===== config.mk =====
export PLATFORM = sky130hd
export DESIGN_NAME = vernier_sweep_ctrl
export DESIGN_NICKNAME = d
export VERILOG_FILES = /design/src/rtl/vernier_sweep_ctrl.sv
export SDC_FILE = /design/constraint.sdc
export NUM_CORES = 1
export LEC_CHECK = 0
export ABC_AREA = 1
export ABC_CLOCK_PERIOD_IN_PS = 2250
export BUFFER_PORTS_ARGS = -buffer_cell sky130_fd_sc_hd__buf_2
export CELL_PAD_IN_SITES_DETAIL_PLACEMENT = 1
export CELL_PAD_IN_SITES_GLOBAL_PLACEMENT = 1
export CORE_ASPECT_RATIO = 1.2
export CORE_MARGIN = 2
export CORE_UTILIZATION = 38
export CTS_CLUSTER_SIZE = 16
export DETAILED_ROUTE_END_ITERATION = 8
export GPL_ROUTABILITY_DRIVEN = 0
export MAX_ROUTING_LAYER = met4
export PLACE_DENSITY = 0.9
export SLEW_MARGIN = 10
export SYNTH_ARGS = -nofsm -noshare
export SYNTH_HDL_FRONTEND = slang
export SYNTH_SLANG_ARGS = --single-unit

===== constraint.sdc =====
create_clock -name clk_i -period 2.25 [get_ports clk_i]
set_input_delay 0.225 -clock clk_i [delete_from_list [all_inputs] [get_ports clk_i]]
set_output_delay 0.225 -clock clk_i [all_outputs]
set_load 0.01 [all_outputs]

===== src/rtl/vernier_sweep_ctrl.sv =====
// Vernier tap sweep sequencer: steps the tap across [T_MIN, T_MAX], settles,
// averages 2^NAVG_LOG2 captured samples per tap and emits one tagged result.
module vernier_sweep_ctrl #(
    parameter int T_MIN      = 2,
    parameter int T_MAX      = 120,
    parameter int SETTLE_CYC = 16,
    parameter int NAVG_LOG2  = 4,
    parameter int SAMPLE_W   = 12
) (
    input  logic                          clk_i,
    input  logic                          rst_i,
    input  logic                          start_i,
    input  logic                          abort_i,
    output logic                          busy_o,
    output logic                          done_o,
    output logic [7:0]                    tap_o,
    input  logic [15:0]                   map_pos_i,
    output logic                          cap_req_o,
    input  logic                          cap_ack_i,
    input  logic [SAMPLE_W-1:0]           cap_data_i,
    output logic                          res_valid_o,
    input  logic                          res_ready_i,
    output logic [7:0]                    res_tap_o,
    output logic [15:0]                   res_pos_o,
    output logic [SAMPLE_W+NAVG_LOG2-1:0] res_sum_o,
    output logic [SAMPLE_W-1:0]           res_mean_o
);

    localparam int ACC_W = SAMPLE_W + NAVG_LOG2;
    localparam int CNT_W = NAVG_LOG2 + 1;
    localparam int SET_W = $clog2(SETTLE_CYC + 1);

    localparam logic [CNT_W-1:0] LAST_CNT = CNT_W'((1 << NAVG_LOG2) - 1);
    localparam logic [SET_W-1:0] SET_LOAD = SET_W'(SETTLE_CYC - 1);
    localparam logic [7:0]       TAP_MIN  = 8'(T_MIN);
    localparam logic [7:0]       TAP_MAX  = 8'(T_MAX);

    typedef enum logic [1:0] {IDLE, SETTLE, CAPTURE, EMIT} state_e;

    state_e             state_q, state_d;
    logic [7:0]         tap_q, tap_d;
    logic [ACC_W-1:0]   acc_q, acc_d;
    logic [CNT_W-1:0]   cnt_q, cnt_d;
    logic [SET_W-1:0]   set_q, set_d;
    logic [7:0]         res_tap_q, res_tap_d;
    logic [15:0]        res_pos_q, res_pos_d;
    logic [ACC_W-1:0]   res_sum_q, res_sum_d;
    logic               done_q, done_d;

    logic xfer, last_xfer, accept;
    logic [ACC_W-1:0] acc_next;

    assign xfer      = (state_q == CAPTURE) && cap_ack_i;
    assign last_xfer = xfer && (cnt_q == LAST_CNT);
    assign accept    = (state_q == EMIT) && res_ready_i;
    assign acc_next  = acc_q + ACC_W'(cap_data_i);

    always_ff @(posedge clk_i) begin
        if (rst_i) state_q <= IDLE;
        else       state_q <= state_d;
    end

    // abort beats every transition, including start in IDLE
    always_comb begin
        state_d = state_q;
        if (abort_i) begin
            state_d = IDLE;
        end else begin
            case (state_q)
                IDLE:    if (start_i)          state_d = SETTLE;
                SETTLE:  if (set_q == '0)      state_d = CAPTURE;
                CAPTURE: if (last_xfer)        state_d = EMIT;
                EMIT:    if (accept)           state_d = (tap_q == TAP_MAX) ? IDLE : SETTLE;
                default:                       state_d = IDLE;
            endcase
        end
    end

    always_comb begin
        busy_o      = (state_q != IDLE);
        cap_req_o   = (state_q == CAPTURE);
        res_valid_o = (state_q == EMIT);
    end

    always_comb begin
        tap_d     = tap_q;
        acc_d     = acc_q;
        cnt_d     = cnt_q;
        set_d     = set_q;
        res_tap_d = res_tap_q;
        res_pos_d = res_pos_q;
        res_sum_d = res_sum_q;
        done_d    = 1'b0;
        if (abort_i) begin
            acc_d = '0;
            cnt_d = '0;
        end else begin
            case (state_q)
                IDLE: if (start_i) begin
                    tap_d = TAP_MIN;
                    acc_d = '0;
                    cnt_d = '0;
                    set_d = SET_LOAD;
                end
                SETTLE: if (set_q != '0) set_d = set_q - SET_W'(1);
                CAPTURE: if (xfer) begin
                    acc_d = acc_next;
                    cnt_d = cnt_q + CNT_W'(1);
                    if (last_xfer) begin
                        res_tap_d = tap_q;
                        res_pos_d = map_pos_i;
                        res_sum_d = acc_next;
                    end
                end
                EMIT: if (accept) begin
                    if (tap_q == TAP_MAX) begin
                        done_d = 1'b1;
                    end else begin
                        tap_d = tap_q + 8'd1;
                        acc_d = '0;
                        cnt_d = '0;
                        set_d = SET_LOAD;
                    end
                end
                default: ;
            endcase
        end
    end

    always_ff @(posedge clk_i) begin
        if (rst_i) begin
            tap_q     <= '0;
            acc_q     <= '0;
            cnt_q     <= '0;
            set_q     <= '0;
            res_tap_q <= '0;
            res_pos_q <= '0;
            res_sum_q <= '0;
            done_q    <= 1'b0;
        end else begin
            tap_q     <= tap_d;
            acc_q     <= acc_d;
            cnt_q     <= cnt_d;
            set_q     <= set_d;
            res_tap_q <= res_tap_d;
            res_pos_q <= res_pos_d;
            res_sum_q <= res_sum_d;
            done_q    <= done_d;
        end
    end

    assign done_o     = done_q;
    assign tap_o      = tap_q;
    assign res_tap_o  = res_tap_q;
    assign res_pos_o  = res_pos_q;
    assign res_sum_o  = res_sum_q;
    assign res_mean_o = res_sum_q[ACC_W-1:NAVG_LOG2];

endmodule


Yosys cells after proc, flatten, opt, wreduce, memory -nomap -nowiden
Cells that the tools add are included. W data, S select, Z words.

Add/subtract/negate cells: 4. Eq/ne operators: 12. Muxes and demuxes: 26. Bitwise gates (word level): 3. Reductions and logical operators: 17.

Operators by type and width (number): $mux W16 (4); $pmux W16 S3 (1); $mux W5 (8); $pmux W5 S3 (2); $mux W8 (3); $add A16 B12 Y16 (1); $pmux W8 S2 (1); $reduce_and A5 Y1 (2); $add A8 B1 Y8 const B (1); $eq A8 B7 Y1 const B (1); $mux W2 (4); $ne A2 B2 Y1 const B (4); $pmux W2 S4 (1); $reduce_and A4 Y1 (2); $ne A2 B1 Y1 const B (3); $reduce_and A6 Y1 (1); $reduce_bool A3 Y1 (2); $add A5 B1 Y5 const B (1); $eq A5 B4 Y1 const B (1); $logic_not A5 Y1 (1); $reduce_bool A5 Y1 (1); $sub A5 B1 Y5 const B (1); $eq A2 B2 Y1 const B (2); $reduce_bool A2 Y1 (2); other kinds (7) (12).

Bits in registers: 77. Input bits: 34. Output and inout bits: 64. Word-level logic and storage cells: 71.

Logic depth before layout (Yosys ltp)
Gate-level depths: netlist of run 1.

Depth in word-level cells: 5. Mapped depth: 13. Depth with buffers taken out: 13.

Worst setup path before layout of run 1
No wires, ideal clock.

Path type: flip-flop to flip-flop. From: register state_q[0]. To: register cnt_q[3]. Library setup time: 0.127 ns. Arrival: 1.617 ns. Data required time: 2.123 ns. Setup slack: 0.506 ns. Stages on the path, launching flop included: 10. Buffers on the path: 1. Period minus slack after synthesis: 1.744 ns. Cells stage by stage: dfxtp_1 -> inv_1 -> ha_1 -> clkinv_2 -> nor2_1 -> nor3_4 -> nand2_4 -> buf_6 -> nor3_1 -> nor3b_2.

Cells in the longest elaborated chain, start to end: 4. Elaborated cells between the ends (all ways): 12. Those cells by class: eq/ne (6); mux (1); reduce/logical (5).

RTL lines: start: declaration (RTL line 40) `state_e state_q, state_d;`; start signal: assignment (RTL line 60) `else state_q <= state_d;`; $eq A2 B2 Y1 (*); via cap_req_o (RTL line 18) `output logic cap_req_o,`; $logic_and A1 B1 Y1 (RTL line 53) `assign xfer = (state_q == CAPTURE) && cap_ack_i;`; $ne A2 B1 Y1 (no line); $reduce_and A5 Y1 (no line); end signal: assignment (RTL line 143) `cnt_q <= cnt_d;`; end: declaration (RTL line 43) `logic [CNT_W-1:0] cnt_q, cnt_d;`.

Mark *: on every way through the listed nets, which the timed path passes. The rest lies on a longest branch. A chain may end at the register's enable or synchronous reset.

Worst setup path after layout of run 1
From: register cnt_q[1]. To: register res_sum_q[4], in the netlist res_sum_o[4].

Cells in the longest elaborated chain, start to end: 3.

RTL lines: $eq A5 B4 Y1 (RTL line 54) `assign last_xfer = xfer && (cnt_q == LAST_CNT);`; $logic_and A1 B1 Y1 (RTL line 54); $reduce_and A4 Y1 (no line); end signal: assignment (RTL line 147) `res_sum_q <= res_sum_d;`; end: declaration (RTL line 47) `logic [ACC_W-1:0] res_sum_q, res_sum_d;`.

Every way passes these cells.

==> results.toml, run 1 <==
[floorplan]
initial_utilization = 0.3859
fp.dieW_um = 99.95
core-area_mm2 = 0.01088
die-area_mm2 = 0.01191
die_h_um = 119.1
rows = 42
pin_count = 98

[cts]
clock-root-buffer = "clkbuf_16"
ctsHtreeMaxLevel = 3
postCtsSetupRepairBufs = 0
clock_latency_ns = 0.34
cts_sinks = 77
tritoncts = "yes"
numCtsBuffers = 9
clk_pin_slew_ns = 0.07
clockBufferDepth = 2
cts.hold.buffers_added = 0

[yosys]
yosys-top-cells-area = "dfxtp_1, nand2_1, nor2_1"
ys_seq_area_frac = 0.3672
ys_types = 37
postSynthCellCount = 613
yosys_warnings = 0
synth_area_mm2 = 0.004198
ys_ff_latch = 77
yosys.area.top_type = "dfxtp_1"
syn_area_per_cell_um2 = 6.848
syn_nets = 672
synth_top_area_frac = 0.3672

[finish]
final_common_cell = "nand2_1"
drive_gt1_frac = 0.1920
area_growth_pct = 20.42
final_cell_mix = "nand2_1, nor2_1, buf_2, inv_1, dfxtp_1"
diodes = 0
nets = 757
instances_no_fill = 835

[flow_run]
maxCapViolCount = 0

[timing]
rsz0062_at_grt = "no"
setup_viol = 0
hold_viol_final = 0
fin_setup_tns_ns = 0
skew_ns = 0.007511
slew_viol_final = 0
max_freq_mhz = 481.8
tightest_slew_ns = 0.4463
final.min_clock_period_ns = 2.076
finalCritPeriodShare = 0.9225
max_slew_margin = 0.7007

[global_routing]
grt_pass1_vias = 4576
gr-total-overflow = 0
grt_max_degree = 49
grt_pass1_wl_mm = 21.65
grt_use_total = 0.2348
antenna_found_initial = 0

[route]
drc = 0
first_iter_violations = 163
wl_per_cell_um = 15.71
vias_per_cell = 5.141
wl_mm = 13.12
num_vias = 4293
ant_nets = 0
first_pass_iters = 4

[worst_setup_path]
arrival_ns = 2.30
max_stage_delay_ns = 0.36
cp_cell_sequence = "ha_1 -> inv_1 -> nor3_1 -> ha_1 -> nand2_1 -> nor3_4 -> inv_1 -> buf_4 -> o21ai_0 -> inv_1"
cp.required_ns = 2.47
cp_slowest_cell = "dfxtp_1"
crit_type = "reg -> reg"
worstSetupStartpointType = "flop"
cp_max_fo = 32
cpMostUsedCell = "inv_1"
end_kind = "flop"

[worst_hold_path]
hp-class = "in -> reg"

[place]
hpwl_mm = 9.739
port_buffers = 97
numPlacedInstances = 819

[run_status]
status = "completed"

[power_and_ir_drop]
leakage_nw = 2.588
pwr_density_cell_mw_per_mm2 = 669.9
ir_drop_mv = 0.4657
[final timing paths]
path | start | to | slack, ns | cells past startpoint
worst max-delay path | cnt_q[1] | res_sum_o[4] | 0.17 | 10
worst min-delay path | map_pos_i[7] | res_pos_o[7] | 0.11 | 3
worst max register to register | cnt_q[1] | res_sum_o[4] | 0.17 | 10
worst min register to register | acc_q[2] | acc_q[2] | 0.47 | 2
[registers in the layout (all words and copies together) (netlist names)]
register and count:
res_pos_o 16, res_tap_o 8, done_o 1, cnt_q 5
state_q 2, res_sum_o 16, acc_q 16, tap_o 8
set_q 5
[metrics by stage]
stage	setup slack [ns]	power, mW	hold WS (ns)	area [um^2]	utilization
after floorplan	0.5060	1.670	0.3599	4198	-
after global placement	0.2397	1.764	0.4386	4720	0.4339
after detailed placement	0.2263	1.784	0.4515	4720	0.4339
after CTS	0.06036	3.412	0.1044	5052	0.4645
after global routing	0.01929	3.508	0.1228	5055	0.4647
final	0.1744	3.386	0.1142	5055	0.4647
[power breakdown]
part           total [mW]  leakage (nW)  switching, mW  internal (mW)
Clock                1.62         0.160          0.610           1.01
Sequential           1.40         0.621         0.0209           1.38
Combinational       0.362          1.81          0.243          0.118
Total                3.39          2.59          0.874           2.51
[final cells by class]
type / count / area, um^2
Sequential cell: 77 / 1541
Clock inverter: 6 / 93.84
Fill cell: 1420 / 5823
Tap cell: 132 / 165.2
Timing Repair Buffer: 103 / 543.0
Clock buffer: 10 / 239.0
Multi-Input combinational cell: 424 / 2160
Inverter: 83 / 312.8
[routing by layer]
| layer | vias to the layer above | GRT usage | part of all wire |
|---|---|---|---|
| met5 | - | - | 0 |
| met4 | 0 | 0.09675 | 0.036 |
| met3 | 34 | 0.03169 | 0.027 |
| met2 | 106 | 0.4430 | 0.55 |
| met1 | 2075 | 0.2399 | 0.39 |
| li1 | 2078 | - | - |
[cell usage after synthesis (all sizes together)]
cell type	number
dfxtp	77
nand4	4
nand2	145
clkinv	2
o22ai	1
a21oi	41
o21a	1
xor2	8
nand3b	1
fa	1
buf	20
nor3b	1
inv	81
or2	1
a22oi	1
xnor2	5
nor3	8
nand3	27
nor2	107
a211oi	1
ha	24
clkbuf	9
o21ai	47
[worst max-delay path: cells and delay by family, from the launching register on]
family	cells	cell delay (ns)
AO/OA/AOI/OAI	1	0.30
adder cells (fa/ha/maj)	2	0.39
buffers and inverters	4	0.42
flip-flops	1	0.36
AND/OR/NAND/NOR	3	0.47
[cell families (layout without fill, tap and decap cells)]
| kind of cell | after synthesis | after routing | share of synthesized area |
|---|---|---|---|
| AO/OA/AOI/OAI | 92 | 92 | 0.1118 |
| buffers and inverters | 112 | 202 | 0.1189 |
| adder cells (fa/ha/maj) | 25 | 25 | 0.07630 |
| AND/OR/NAND/NOR | 294 | 294 | 0.2987 |
| XOR/XNOR | 13 | 13 | 0.02712 |
| flip-flops | 77 | 77 | 0.3672 |
[what timing repair did]
action | 4_1_cts | 5_1_grt
gates resized for setup | 0 | 1
setup endpoints to repair | 0 | 2
endpoints found under the hold margin | 0 | 0
No activity file was read; power rests on OpenSTA's default activity.
==> run 2: changes to the inputs <==
--- a/config.mk
+++ b/config.mk
@@ -13,9 +13,11 @@
 export CORE_ASPECT_RATIO = 1.2
 export CORE_MARGIN = 2
 export CORE_UTILIZATION = 38
+export CTS_BUF_LIST = sky130_fd_sc_hd__clkbuf_16
 export CTS_CLUSTER_SIZE = 16
 export DETAILED_ROUTE_END_ITERATION = 8
 export GPL_ROUTABILITY_DRIVEN = 0
+export GPL_TIMING_DRIVEN = 0
 export MAX_ROUTING_LAYER = met4
 export PLACE_DENSITY = 0.9
 export SLEW_MARGIN = 10
==> run 2 against run 1 <==
Compared with the run above:
- global-route usage fell by 0.56 points
- highest routed layer unchanged
- clock-buffer cell count is 1 lower
- first-iteration DRC count fell by 42%
- largest power group unchanged
- clock skew about the same
==> results.toml, run 2 (synthesis gave the netlist of run 1 again) <==
[finish]
area_growth_pct = 22.95
nets = 780
diodes = 0
drive_gt1_frac = 0.2080
final_cell_mix = "nand2_1, nor2_1, buf_2, inv_1, dfxtp_1"
final_common_cell = "nand2_1"
instances_no_fill = 858
stdcell_area_mm2 = 0.005161

[route]
first_iter_violations = 95
vias_per_cell = 4.966
num_vias = 4261
dr_wl_met2_mm = 6.672
wl_mm = 12.65
maxUsedRoutingLayer = "met4"
first_pass_iters = 4
ant_nets = 0
wl_met1_mm = 5.077
wl_per_cell_um = 14.74
wl_met3_um = 498
drc = 0

[floorplan]
fp.dieW_um = 99.95
initial_utilization = 0.3859
rows = 42
core-area_mm2 = 0.01088
pin_count = 98
die_h_um = 119.1
die-area_mm2 = 0.01191

[worst_setup_path]
worstSetupStartpointType = "flop"
crit_buf_inv = 3
arrival_ns = 2.38
critPathLaunch = "cnt_q[0]"
crit_type = "reg -> reg"
r2r-start = "cnt_q[0]"
critPathTopFamily = "simple AND/OR/NAND/NOR gates"
max_stage_delay_ns = 0.37
end_kind = "flop"
cp_max_fo = 10
cp_slowest_cell = "dfxtp_1"
cpMostUsedCell = "ha_1"
cp_cell_sequence = "ha_1 -> inv_1 -> nor3_1 -> ha_1 -> nand2_1 -> nor3_4 -> buf_4 -> buf_2 -> o21ai_0 -> nor2_1"
cp.required_ns = 2.53

[timing]
max_freq_mhz = 476.8
slew_viol_final = 0
fin_setup_tns_ns = 0
tightest_slew_ns = 0.5805
timing.hold.ws_ns = 0.1024
rsz0062_at_grt = "yes"
final.min_clock_period_ns = 2.097
finalCritPeriodShare = 0.9321
max_slew_margin = 0.6130
skew_ns = 0.007916
hold_viol_final = 0
setup_viol = 0

[cts]
clk_pin_slew_ns = 0.07
clock_latency_ns = 0.34
ctsHtreeMaxLevel = 3
clockBufferDepth = 2
numCtsBuffers = 9
clock-root-buffer = "clkbuf_16"
cts_sinks = 77
postCtsSetupRepairBufs = 0
tritoncts = "yes"

[worst_hold_path]
worstHoldStart = "map_pos_i[10]"
hp-class = "in -> reg"

[place]
place_area_mm2 = 0.004848
hpwl_mm = 9.697
numPlacedInstances = 842
port_buffers = 97

[power_and_ir_drop]
pwr_density_cell_mw_per_mm2 = 638.3
leakage_nw = 2.669
p_total_mw = 3.294
ir_drop_mv = 0.3874

[global_routing]
grt_max_degree = 16
gr-total-overflow = 0
antenna_found_initial = 0
grt_use_total = 0.2291
grt_pass1_vias = 4546
grt_pass1_wl_mm = 21.09

[flow_run]
maxCapViolCount = 0

[run_status]
status = "completed"
## run 2: changes by cell type in the layout (fill, tap and decap cells not counted), sizes merged
cell      delta
buf         +15
clkbuf       +7
inv          +1
bufinv       -1
clkinv       +2
clkinvlp     -1
## run 2: per-stage QoR
step / util / worst slack [ns]
2_1_floorplan: - / 0.5060
3_3_place_gp: 0.4457 / 0.2369
3_5_place_dp: 0.4457 / 0.1142
4_1_cts: 0.4740 / 0.05736
5_1_grt: 0.4745 / -0.03180
6_report: 0.4745 / 0.1529
## run 2: layout make-up
cell class / instances / area, um^2
timing repair buffer: 97 / 485.5
clock buffer: 9 / 225.2
clock inverter: 7 / 82.58
inverter: 83 / 312.8
fill: 1424 / 5717
tap: 132 / 165.2
multi-input combinational: 424 / 2160
buffer: 29 / 188.9
sequential: 77 / 1541
## run 2: power breakdown
part	switching [mW]	internal, mW	total (mW)
Sequential	0.0182	1.38	1.40
Clock	0.642	0.877	1.52
Combinational	0.248	0.127	0.375
Total	0.908	2.39	3.29
## run 2: tightest hold or removal path: cells and delay by family
kind                   cells  cell delay (ns)
buffers and inverters      1             0.08
and+or+nand+nor            2             0.11
## run 2: routing by layer
metal  track usage  vias to the layer above
met2        0.4079                       86
met1        0.2480                     2020
met4       0.09760                        0
met5             -                        -
li1              -                     2124
met3       0.04049                       31
## run 2: timing repair
| action | CTS | global route |
|---|---|---|
| endpoints found under the hold margin | 0 | 0 |
| setup endpoints to repair | 0 | 33 |
| hold buffers | 0 | 0 |
| gates resized for setup | 0 | 7 |
## run 2: path summary, 6_finish.rpt
kind | end | slack [ns] | cells past startpoint
min reg2reg | set_q[0] | 0.46 | 1
max reg2reg | res_tap_o[4] | 0.15 | 10
max | res_tap_o[4] | 0.15 | 10
min | res_pos_o[10] | 0.10 | 3
==> run 3: changes to the inputs <==
--- a/config.mk
+++ b/config.mk
@@ -8,11 +8,9 @@
 export ABC_AREA = 1
 export ABC_CLOCK_PERIOD_IN_PS = 2250
 export BUFFER_PORTS_ARGS = -buffer_cell sky130_fd_sc_hd__buf_2
-export CELL_PAD_IN_SITES_DETAIL_PLACEMENT = 1
-export CELL_PAD_IN_SITES_GLOBAL_PLACEMENT = 1
 export CORE_ASPECT_RATIO = 1.2
 export CORE_MARGIN = 2
-export CORE_UTILIZATION = 38
+export CORE_UTILIZATION = 54
 export CTS_BUF_LIST = sky130_fd_sc_hd__clkbuf_16
 export CTS_CLUSTER_SIZE = 16
 export DETAILED_ROUTE_END_ITERATION = 8
==> run 3 against run 2 <==
Compared with the run above:
- cell count decreased by 4.7%
- power fell by 3.4%
- critical path depth did not move
- clock skew is 0.0021 ns lower
- flip-flop and latch count stayed put
- clock power fell by 7%
==> results.toml, run 3 (synthesis gave the netlist of run 1 again) <==
[worst_setup_path]
arrival_ns = 2.31
cp.required_ns = 2.52
critPathLaunch = "acc_q[0]"
end_kind = "flop"
cp_max_fo = 3
r2r-start = "acc_q[0]"
worstSetupStartpointType = "flop"
crit_type = "reg -> reg"

[timing]
slew_viol_final = 0
final.min_clock_period_ns = 2.037
setup_viol = 0
tightest_slew_ns = 0.5403
rsz0062_at_grt = "no"
max_slew_margin = 0.6398
max_freq_mhz = 490.8
skew_ns = 0.005827
setup_ws_ns = 0.2126
timing.hold.ws_ns = 0.09639
hold_viol_final = 0
finalCritPeriodShare = 0.9055
fin_setup_tns_ns = 0

[flow_run]
maxCapViolCount = 0

[power_and_ir_drop]
clock_power_share = 0.446
seqPwrFrac = 0.440
ir_drop_mv = 0.4282
cell_internal_pwr_mw = 2.283
p_sw_uw = 900.6
pwr_density_cell_mw_per_mm2 = 625.3
combPwrFrac = 0.114
leakage_nw = 2.654
p_sw_frac = 0.2829
p_total_mw = 3.183

[finish]
area_growth_pct = 21.28
diodes = 0
register_area_mm2 = 0.001541
drive_gt1_frac = 0.2052
nFillCells = 652
nets = 780
multi_input_area_mm2 = 0.002160
final_common_cell = "nand2_1"
final_cell_mix = "nand2_1, nor2_1, buf_2, inv_1, dfxtp_1"

[floorplan]
initial_utilization = 0.5509
die_h_um = 100.6
pin_count = 98
fp.dieW_um = 84.49
core-area_mm2 = 0.007620
rows = 35
die-area_mm2 = 0.008498

[global_routing]
grt_pass1_wl_mm = 17.66
grt_use_total = 0.2656
antenna_found_initial = 0
grt_max_degree = 17
gr-total-overflow = 0
grt_pass1_vias = 3943

[run_status]
status = "completed"

[route]
vias_per_cell = 5.137
wl_per_cell_um = 13.10
first_iter_violations = 181
wl_mm = 10.71
first_pass_iters = 5
num_vias = 4202
drc = 0
ant_nets = 0

[cts]
clockBufferDepth = 2
cts.hold.buffers_added = 0
cts_sinks = 77
clk_pin_slew_ns = 0.07
clock-root-buffer = "clkbuf_16"
clock_latency_ns = 0.35
numCtsBuffers = 9
postCtsSetupRepairBufs = 0
tritoncts = "yes"
ctsHtreeMaxLevel = 3

[worst_hold_path]
hp-class = "in -> reg"
worstHoldStart = "map_pos_i[2]"

[place]
hpwl_mm = 7.891
pre_cts_slack_ns = 0.2441
port_buffers = 97
==> run 3: cell types whose count changed in the layout (fill, tap and decap cells not counted) <==
cell / delta
clkinvlp_4: +2
inv_8: +2
clkbuf_1: +1
clkinv_4: -3
inv_2: -1
buf_2: -1
inv_1: +1
bufinv_16: -1
==> run 3: per-stage QoR <==
step	cells	instance area, um^2	utilization
floorplan	613	4198	-
global placement	802	4798	0.6297
detailed placement	802	4798	0.6297
CTS	818	5087	0.6677
global route	818	5091	0.6681
finish	818	5091	0.6681
==> run 3: area by class of cell <==
| cell class | count | area share |
|---|---|---|
| Clock buffer | 9 | 0.04424 |
| Tap cell | 92 | 0.02261 |
| Multi-Input combinational cell | 424 | 0.4242 |
| Inverter | 83 | 0.06144 |
| Sequential cell | 77 | 0.3028 |
| Clock inverter | 7 | 0.01253 |
| Timing Repair Buffer | 97 | 0.09536 |
| Buffer | 29 | 0.03686 |
==> run 3: what timing repair did <==
item	in CTS	in global routing
endpoints found under the hold margin	0	0
setup endpoints to repair	0	2
resized for setup	0	3
==> run 3: final timing paths <==
kind | to | slack, ns | cells past startpoint
worst max register to register | acc_q[8] | 0.21 | 10
worst min-delay path | res_pos_o[2] | 0.1 | 3
worst max-delay path | acc_q[8] | 0.21 | 10
worst min register to register | acc_q[4] | 0.47 | 2
==> run 3: metal layers <==
layer / global-route usage / wire [um] / share of wire / vias up
li1: - / - / - / 2121
met1: 0.2903 / 4244 / 0.40 / 1906
met2: 0.4700 / 5564 / 0.52 / 143
met3: 0.03604 / 539 / 0.050 / 32
met4: 0.1368 / 364 / 0.034 / 0
met5: - / 0 / 0 / -
==> run 3: worst max-delay path, cell delays in order, from the launching register on <==
cell	delay, ns
dfxtp_1	0.35
ha_1	0.19
inv_1	0.07
fa_1	0.41
inv_1	0.10
nand3_1	0.09
nand2_1	0.16
a21oi_1	0.11
xnor2_1	0.26
nand2_1	0.09
a21oi_1	0.14
==> run 3: power by group through the flow <==
stage,Clock (mW),Sequential (mW),Combinational [mW]
floorplan,0,1.43,0.242
global placement,0,1.43,0.339
detailed placement,0,1.43,0.355
CTS,1.43,1.40,0.361
global route,1.48,1.40,0.404
finish,1.42,1.40,0.364
